[src/rtl/dma_copy_pkg.sv]
// rtl/dma_copy_pkg.sv - shared register offsets and fsm state encoding for dma_copy
package dma_copy_pkg;

    localparam logic [2:0] REG_SRC    = 3'd0;
    localparam logic [2:0] REG_DST    = 3'd1;
    localparam logic [2:0] REG_LEN    = 3'd2;
    localparam logic [2:0] REG_CTRL   = 3'd3;
    localparam logic [2:0] REG_STATUS = 3'd4;

    typedef enum logic [2:0] {
        ST_IDLE,
        ST_RD_REQ,
        ST_RD_WAIT,
        ST_WR_REQ,
        ST_WR_WAIT
    } state_t;

endpackage

[src/rtl/dma_copy_regs.sv]
// rtl/dma_copy_regs.sv - dma_copy register file and config-port response
module dma_copy_regs
    import dma_copy_pkg::*;
#(
    parameter int AddressWidth = 32,
    parameter int DataWidth    = 32,
    parameter int LenWidth     = 16
) (
    input  logic                    clk_i,
    input  logic                    rst_i,
    input  logic                    req_i,
    input  logic                    we_i,
    input  logic [3:0]              be_i,
    input  logic [AddressWidth-1:0] addr_i,
    input  logic [DataWidth-1:0]    wdata_i,
    output logic                    rvalid_o,
    output logic [DataWidth-1:0]    rdata_o,
    output logic                    err_o,
    input  logic                    busy_i,
    input  logic                    done_set_i,
    input  logic                    err_set_i,
    output logic                    start_o,
    output logic [AddressWidth-1:0] src_o,
    output logic [AddressWidth-1:0] dst_o,
    output logic [LenWidth-1:0]     len_o,
    output logic                    irq_o
);

    logic [AddressWidth-1:0] r_src;
    logic [AddressWidth-1:0] r_dst;
    logic [LenWidth-1:0]     r_len;
    logic                    r_irq_en;
    logic                    r_done;
    logic                    r_err;
    logic                    r_rvalid;
    logic [DataWidth-1:0]    r_rdata;

    logic [2:0]           w_off;
    logic                 w_wr;
    logic                 w_cfg_wr;
    logic                 w_w1c_done;
    logic                 w_w1c_err;
    logic [DataWidth-1:0] w_mask;
    logic [DataWidth-1:0] w_src_new;
    logic [DataWidth-1:0] w_dst_new;
    logic [DataWidth-1:0] w_len_new;
    logic [DataWidth-1:0] w_rd_mux;
    logic                 w_unused_addr;

    assign w_off         = addr_i[4:2];
    assign w_unused_addr = ^{addr_i[AddressWidth-1:5], addr_i[1:0]};
    assign w_wr          = req_i && we_i;
    // Configuration registers are frozen while a transfer runs; STATUS is not.
    assign w_cfg_wr      = w_wr && !busy_i;

    always_comb begin
        w_mask = '0;
        for (int i = 0; i < DataWidth; i++) begin
            w_mask[i] = (i < 32) && be_i[(i / 8) % 4];
        end
    end

    assign w_src_new = (DataWidth'(r_src) & ~w_mask) | (wdata_i & w_mask);
    assign w_dst_new = (DataWidth'(r_dst) & ~w_mask) | (wdata_i & w_mask);
    assign w_len_new = (DataWidth'(r_len) & ~w_mask) | (wdata_i & w_mask);

    assign start_o    = w_cfg_wr && (w_off == REG_CTRL) && be_i[0] && wdata_i[0];
    assign w_w1c_done = w_wr && (w_off == REG_STATUS) && be_i[0] && wdata_i[1];
    assign w_w1c_err  = w_wr && (w_off == REG_STATUS) && be_i[0] && wdata_i[2];

    always_comb begin
        w_rd_mux = '0;
        case (w_off)
            REG_SRC:    w_rd_mux = DataWidth'(r_src);
            REG_DST:    w_rd_mux = DataWidth'(r_dst);
            REG_LEN:    w_rd_mux = DataWidth'(r_len);
            REG_CTRL:   w_rd_mux = DataWidth'({r_irq_en, 1'b0});
            REG_STATUS: w_rd_mux = DataWidth'({r_err, r_done, busy_i});
            default:    w_rd_mux = '0;
        endcase
    end

    always_ff @(posedge clk_i) begin
        if (rst_i) begin
            r_src    <= '0;
            r_dst    <= '0;
            r_len    <= '0;
            r_irq_en <= 1'b0;
            r_done   <= 1'b0;
            r_err    <= 1'b0;
            r_rvalid <= 1'b0;
            r_rdata  <= '0;
        end else begin
            r_rvalid <= req_i;
            r_rdata  <= (req_i && !we_i) ? w_rd_mux : '0;
            if (w_cfg_wr && (w_off == REG_SRC)) r_src <= {w_src_new[AddressWidth-1:2], 2'b00};
            if (w_cfg_wr && (w_off == REG_DST)) r_dst <= {w_dst_new[AddressWidth-1:2], 2'b00};
            if (w_cfg_wr && (w_off == REG_LEN)) r_len <= w_len_new[LenWidth-1:0];
            if (w_cfg_wr && (w_off == REG_CTRL) && be_i[0]) r_irq_en <= wdata_i[1];
            // Hardware set has priority over both W1C and the clear-on-start.
            r_done <= done_set_i || (r_done && !w_w1c_done && !start_o);
            r_err  <= err_set_i  || (r_err  && !w_w1c_err  && !start_o);
        end
    end

    assign rvalid_o = r_rvalid;
    assign rdata_o  = r_rdata;
    assign err_o    = 1'b0;
    assign src_o    = r_src;
    assign dst_o    = r_dst;
    assign len_o    = r_len;
    assign irq_o    = r_done && r_irq_en;

endmodule

[src/rtl/dma_copy.sv]
// rtl/dma_copy.sv - word-by-word memory copy engine with one outstanding host transaction
module dma_copy
    import dma_copy_pkg::*;
#(
    parameter int AddressWidth = 32,
    parameter int DataWidth    = 32,
    parameter int LenWidth     = 16
) (
    input  logic                    clk_i,
    input  logic                    rst_i,
    input  logic                    req_i,
    input  logic                    we_i,
    input  logic [3:0]              be_i,
    input  logic [AddressWidth-1:0] addr_i,
    input  logic [DataWidth-1:0]    wdata_i,
    output logic                    rvalid_o,
    output logic [DataWidth-1:0]    rdata_o,
    output logic                    err_o,
    output logic                    host_req_o,
    output logic                    host_we_o,
    output logic [3:0]              host_be_o,
    output logic [AddressWidth-1:0] host_addr_o,
    output logic [DataWidth-1:0]    host_wdata_o,
    input  logic                    host_gnt_i,
    input  logic                    host_rvalid_i,
    input  logic [DataWidth-1:0]    host_rdata_i,
    input  logic                    host_err_i,
    output logic                    irq_o
);

    state_t                  r_state;
    logic [AddressWidth-1:0] r_src;
    logic [AddressWidth-1:0] r_dst;
    logic [LenWidth-1:0]     r_count;
    logic [DataWidth-1:0]    r_data;

    logic                    w_busy;
    logic                    w_start;
    logic                    w_done_set;
    logic                    w_err_set;
    logic [AddressWidth-1:0] w_cfg_src;
    logic [AddressWidth-1:0] w_cfg_dst;
    logic [LenWidth-1:0]     w_cfg_len;

    assign w_busy = (r_state != ST_IDLE);

    dma_copy_regs #(
        .AddressWidth (AddressWidth),
        .DataWidth    (DataWidth),
        .LenWidth     (LenWidth)
    ) u_regs (
        .clk_i      (clk_i),
        .rst_i      (rst_i),
        .req_i      (req_i),
        .we_i       (we_i),
        .be_i       (be_i),
        .addr_i     (addr_i),
        .wdata_i    (wdata_i),
        .rvalid_o   (rvalid_o),
        .rdata_o    (rdata_o),
        .err_o      (err_o),
        .busy_i     (w_busy),
        .done_set_i (w_done_set),
        .err_set_i  (w_err_set),
        .start_o    (w_start),
        .src_o      (w_cfg_src),
        .dst_o      (w_cfg_dst),
        .len_o      (w_cfg_len),
        .irq_o      (irq_o)
    );

    always_comb begin
        w_done_set = 1'b0;
        w_err_set  = 1'b0;
        case (r_state)
            ST_IDLE: w_done_set = w_start && (w_cfg_len == '0);
            ST_RD_WAIT, ST_WR_WAIT: begin
                if (host_rvalid_i && host_err_i) begin
                    w_done_set = 1'b1;
                    w_err_set  = 1'b1;
                end else if (host_rvalid_i && (r_state == ST_WR_WAIT) && (r_count == LenWidth'(1))) begin
                    w_done_set = 1'b1;
                end
            end
            default: ;
        endcase
    end

    always_ff @(posedge clk_i) begin
        if (rst_i) begin
            r_state <= ST_IDLE;
            r_src   <= '0;
            r_dst   <= '0;
            r_count <= '0;
            r_data  <= '0;
        end else begin
            case (r_state)
                ST_IDLE: begin
                    if (w_start && (w_cfg_len != '0)) begin
                        r_src   <= w_cfg_src;
                        r_dst   <= w_cfg_dst;
                        r_count <= w_cfg_len;
                        r_state <= ST_RD_REQ;
                    end
                end
                ST_RD_REQ: if (host_gnt_i) r_state <= ST_RD_WAIT;
                ST_RD_WAIT: begin
                    if (host_rvalid_i) begin
                        if (host_err_i) begin
                            r_state <= ST_IDLE;
                        end else begin
                            r_data  <= host_rdata_i;
                            r_state <= ST_WR_REQ;
                        end
                    end
                end
                ST_WR_REQ: if (host_gnt_i) r_state <= ST_WR_WAIT;
                ST_WR_WAIT: begin
                    if (host_rvalid_i) begin
                        if (host_err_i) begin
                            r_state <= ST_IDLE;
                        end else begin
                            r_src   <= r_src + AddressWidth'(4);
                            r_dst   <= r_dst + AddressWidth'(4);
                            r_count <= r_count - LenWidth'(1);
                            r_state <= (r_count == LenWidth'(1)) ? ST_IDLE : ST_RD_REQ;
                        end
                    end
                end
                default: r_state <= ST_IDLE;
            endcase
        end
    end

    // Host outputs decode straight from the state register so they stay
    // stable for the whole grant wait and are zero whenever idle.
    assign host_req_o   = (r_state == ST_RD_REQ) || (r_state == ST_WR_REQ);
    assign host_we_o    = (r_state == ST_WR_REQ);
    assign host_be_o    = host_req_o ? 4'hF : 4'h0;
    assign host_addr_o  = (r_state == ST_RD_REQ) ? r_src :
                          (r_state == ST_WR_REQ) ? r_dst : '0;
    assign host_wdata_o = (r_state == ST_WR_REQ) ? r_data : '0;

endmodule

[config.mk]
export PLATFORM = sky130hd
export DESIGN_NAME = dma_copy
export DESIGN_NICKNAME = d
export VERILOG_FILES = /design/src/rtl/dma_copy_pkg.sv /design/src/rtl/dma_copy_regs.sv /design/src/rtl/dma_copy.sv
export SDC_FILE = /design/constraint.sdc
export NUM_CORES = 1
export LEC_CHECK = 0
export CAP_MARGIN = 0
export CORE_MARGIN = 2
export CORE_UTILIZATION = 48
export DETAILED_ROUTE_END_ITERATION = 6
export GPL_TIMING_DRIVEN = 0
export HOLD_SLACK_MARGIN = 0.1
export PLACE_DENSITY = 0.75
export REMOVE_ABC_BUFFERS = 1
export SLEW_MARGIN = 20
export SYNTH_ARGS = -nofsm -noshare
export SYNTH_HDL_FRONTEND = slang
export SYNTH_HIERARCHICAL = 1
export SYNTH_SLANG_ARGS = --single-unit
[constraint.sdc]
create_clock -name clk_i -period 3.3 [get_ports clk_i]
set_input_delay 0.66 -clock clk_i [delete_from_list [all_inputs] [get_ports clk_i]]
set_output_delay 0.66 -clock clk_i [all_outputs]
set_load 0.005 [all_outputs]
==> impl_results.md <==
- CP Data Required Time: 3.72 ns
- Global-route wire length before repair: 61800 um
- Final period util: 98.9%
- Crit-path max cell delay: 0.52 ns
- Post-DRT Antenna Nets: 0
- Design Area, Final: 15100 um^2
- Fraction of layout cells with a size suffix above 1: 8.16%
- CTS Sinks: 227
- Die width: 161 um
- Commonest non-fill, non-tap cells in the layout: 224 x dfxtp_1, 177 x clkdlybuf4s50_1, 167 x nand2_1
- Initial Util: 48.9%
- P_sw: 1.37 mW
- WHS: 0.448 ns
- Max-slew violations: 0
- Least-Margin Pin Slew: 1.32 ns
- I/O pin count: 212
- Max Root-Sink Buffers: 3
- EDFF count, synth: 0
- Top Family by Delay on Critical Path: simple AND/OR/NAND/NOR gates
- Pwr Density: 399 nW/um^2
- Register area share after synthesis: 38.2%
- Die height: 161 um
- Wire length after detailed routing: 40300 um
- Post-Syn Instances: 1479
- Min-delay src: r_data[28]
- DR vias/cell: 6.26
- Port Buffers: 181
- Endpoints failing setup: 0
- CP Cell Sequence: buf_16 > or3_4 > nand4b_1 > nor2_2 > or4b_4 > a41oi_4 > buf_12 > nand2b_4 > o21ai_1 > a32o_1
- R2R Path Start: r_state[1]
- Crit-path slowest cell: or4b_4
- CTS tree: done
- DRT Pass-1 Iters: 6
- Hold Violations, Final: 0
- Area of the multi-input gates: 6810 um^2
- Post-synth top area cell: dfxtp_1
- CP Launch Point: r_state[1]
- Post-synthesis register bit count: 227
- Worst clock skew: 0.0136 ns
- H-Tree Depth: 1
- Fmax: 306 MHz
- Tightest Hold Check Type: reg -> reg
- Synth unique cells: 79
- Clk pin slew, worst setup/hold paths: 0.06 ns
- RSZ-0062 raised after global routing: true
- Yosys Warn Count: 6
- DR DRC count: 0
- Routed via count: 12100
- Critical path launch point type: register
- DRT iter0 DRCs: 1332
- Sw Share: 22.7%
- DP HPWL: 25300 um
- Synth async-reset ratio: 0%
- Synth area leaders: dfxtp_1 38%, mux2i_1 7.9%, a21oi_1 5.7%
- Max Cap Viol: 0
- Cell-internal power: 4.65 mW
- Setup Total Neg Slack: 0 ns
- Post-CTS Hold Fix Bufs: 0
- Register share of total power: 45.8%
- Status: complete, no violations
- Data arrival, critical path: 3.68 ns
- # diodes: 0
- Area of the core: 24300 um^2
- Synthesized area per cell: 8.05 um^2
- Initial antenna violation count: 1
- Crit Path Category: reg -> reg
- Worst ir drop on vdd: 331 uV
- Vias in the first global route: 10900
- Placed cell areas: 13800 um^2
- Num rows: 57
- Top_reg_cell synth: dfxtp_1
- Combinational power share: 5.3%
- Filler instances: 2082
- Static Leak: 5.04 nW
- Synthesis-to-layout area growth: 26.7%
- Routed len/inst: 20.8 um
- Die footprint: 26100 um^2
- CTS buffer count: 26
- Max-slew headroom: 11.5%
- Critical Path End Type: register
- Most common cell after layout, fill and taps aside: dfxtp_1
- Global-route usage over all layers: 29.5%
- Fin util: 62.0%
- Grt ovf: 0
- Largest net degree at the start of global routing: 110
- Final Net Count: 1709
- Storage element area: 4550 um^2
- Later-pin clock latency in the skew report: 0.54 ns
- Clock share of power: 48.8%
- CP bufs+invs: 2
- Post-Syn Area: 11900 um^2
- Clock Root Buffer: clkbuf_16
- Share of the synthesized area in the top cell type: 38.2%
- Worst Path Max Fanout: 30
- Routability congestion estimate: 0.880
- Final min period: 3.26 ns
area by class of cell:
type	count	share of cell area, %
inverter	13	0.349
tap	324	2.69
timing repair buffer	224	15.8
multi-input combinational	1105	45.1
clock inverter	11	0.697
clock buffer	36	5.04
sequential	227	30.2
timing repair inverter	1	0.0498
power by group through the flow:
stage	Sequential [mW]	Combinational, mW	Clock, mW
final	2.76	0.319	2.94
after global routing	2.76	0.335	3.08
after CTS	2.76	0.312	2.96
after detailed placement	2.82	0.304	0
after global placement	2.82	0.298	0
after floorplan	2.81	0.0921	0
metrics by stage:
step,setup WS (ns),instances,power [mW]
5_1_grt,-0.00409,1941,6.17
3_3_place_gp,-9.30,1846,3.12
6_report,0.0371,1941,6.01
3_5_place_dp,-1.80,1867,3.12
4_1_cts,0.0211,1936,6.03
2_1_floorplan,-4.05,1341,2.91
tightest hold or removal path, cell delays in order (launching register included):
cell and delay, ns:
dfxtp_1 0.30, nand2_1 0.05, a21oi_1 0.05
path summary, 6_finish.rpt:
| kind | end | slack [ns] | cells past startpoint |
|---|---|---|---|
| setup reg to reg | r_src[28] | 0.04 | 10 |
| hold / removal | r_data[28] | 0.45 | 2 |
| hold reg to reg | r_data[28] | 0.45 | 2 |
| setup / recovery | r_src[28] | 0.04 | 10 |
routing by layer:
metal / GRT usage (%) / vias up / wire [um]
met5: 0 / - / 0
met1: 40.4 / 5701 / 16500
li1: - / 5615 / -
met3: 4.85 / 133 / 3990
met2: 46.2 / 700 / 17900
met4: 12.6 / 0 / 1950
logic make-up after synthesis:
kind of cell	Yosys count	synth area share, %
muxes	95	8.00
xor gates and xnor gates	1	0.0736
other	1	0.0315
adders and majority gates	4	0.421
buffers and inverters	155	6.08
and+or+nand+nor	605	26.5
AOI/OAI and AO/OA	391	20.7
DFF	227	38.2
cell usage after synthesis, drive strengths merged, types with 7 or more instances:
| master | instances |
|---|---|
| o31a | 8 |
| inv | 12 |
| o31ai | 15 |
| a32o | 8 |
| o21ai | 92 |
| a22oi | 21 |
| o22ai | 12 |
| nand4 | 29 |
| a2bb2oi | 18 |
| clkbuf | 83 |
| and2 | 7 |
| nor4 | 23 |
| dfxtp | 227 |
| o41ai | 7 |
| nand2 | 168 |
| a31oi | 11 |
| o32ai | 12 |
| nor3 | 38 |
| a21o | 7 |
| mux2i | 94 |
| a21oi | 135 |
| a211oi | 12 |
| buf | 59 |
| nand2b | 81 |
| nand3 | 67 |
| or4 | 7 |
| nor2 | 92 |
| and3 | 48 |
| or3 | 12 |
timing repair:
action,CTS,global route
cloned,8,0
buffers inserted,14,5
gates resized for setup,9,5
pin swaps,2,3
endpoints found under the setup margin,119,28
Power figures use the tool's default switching activity.
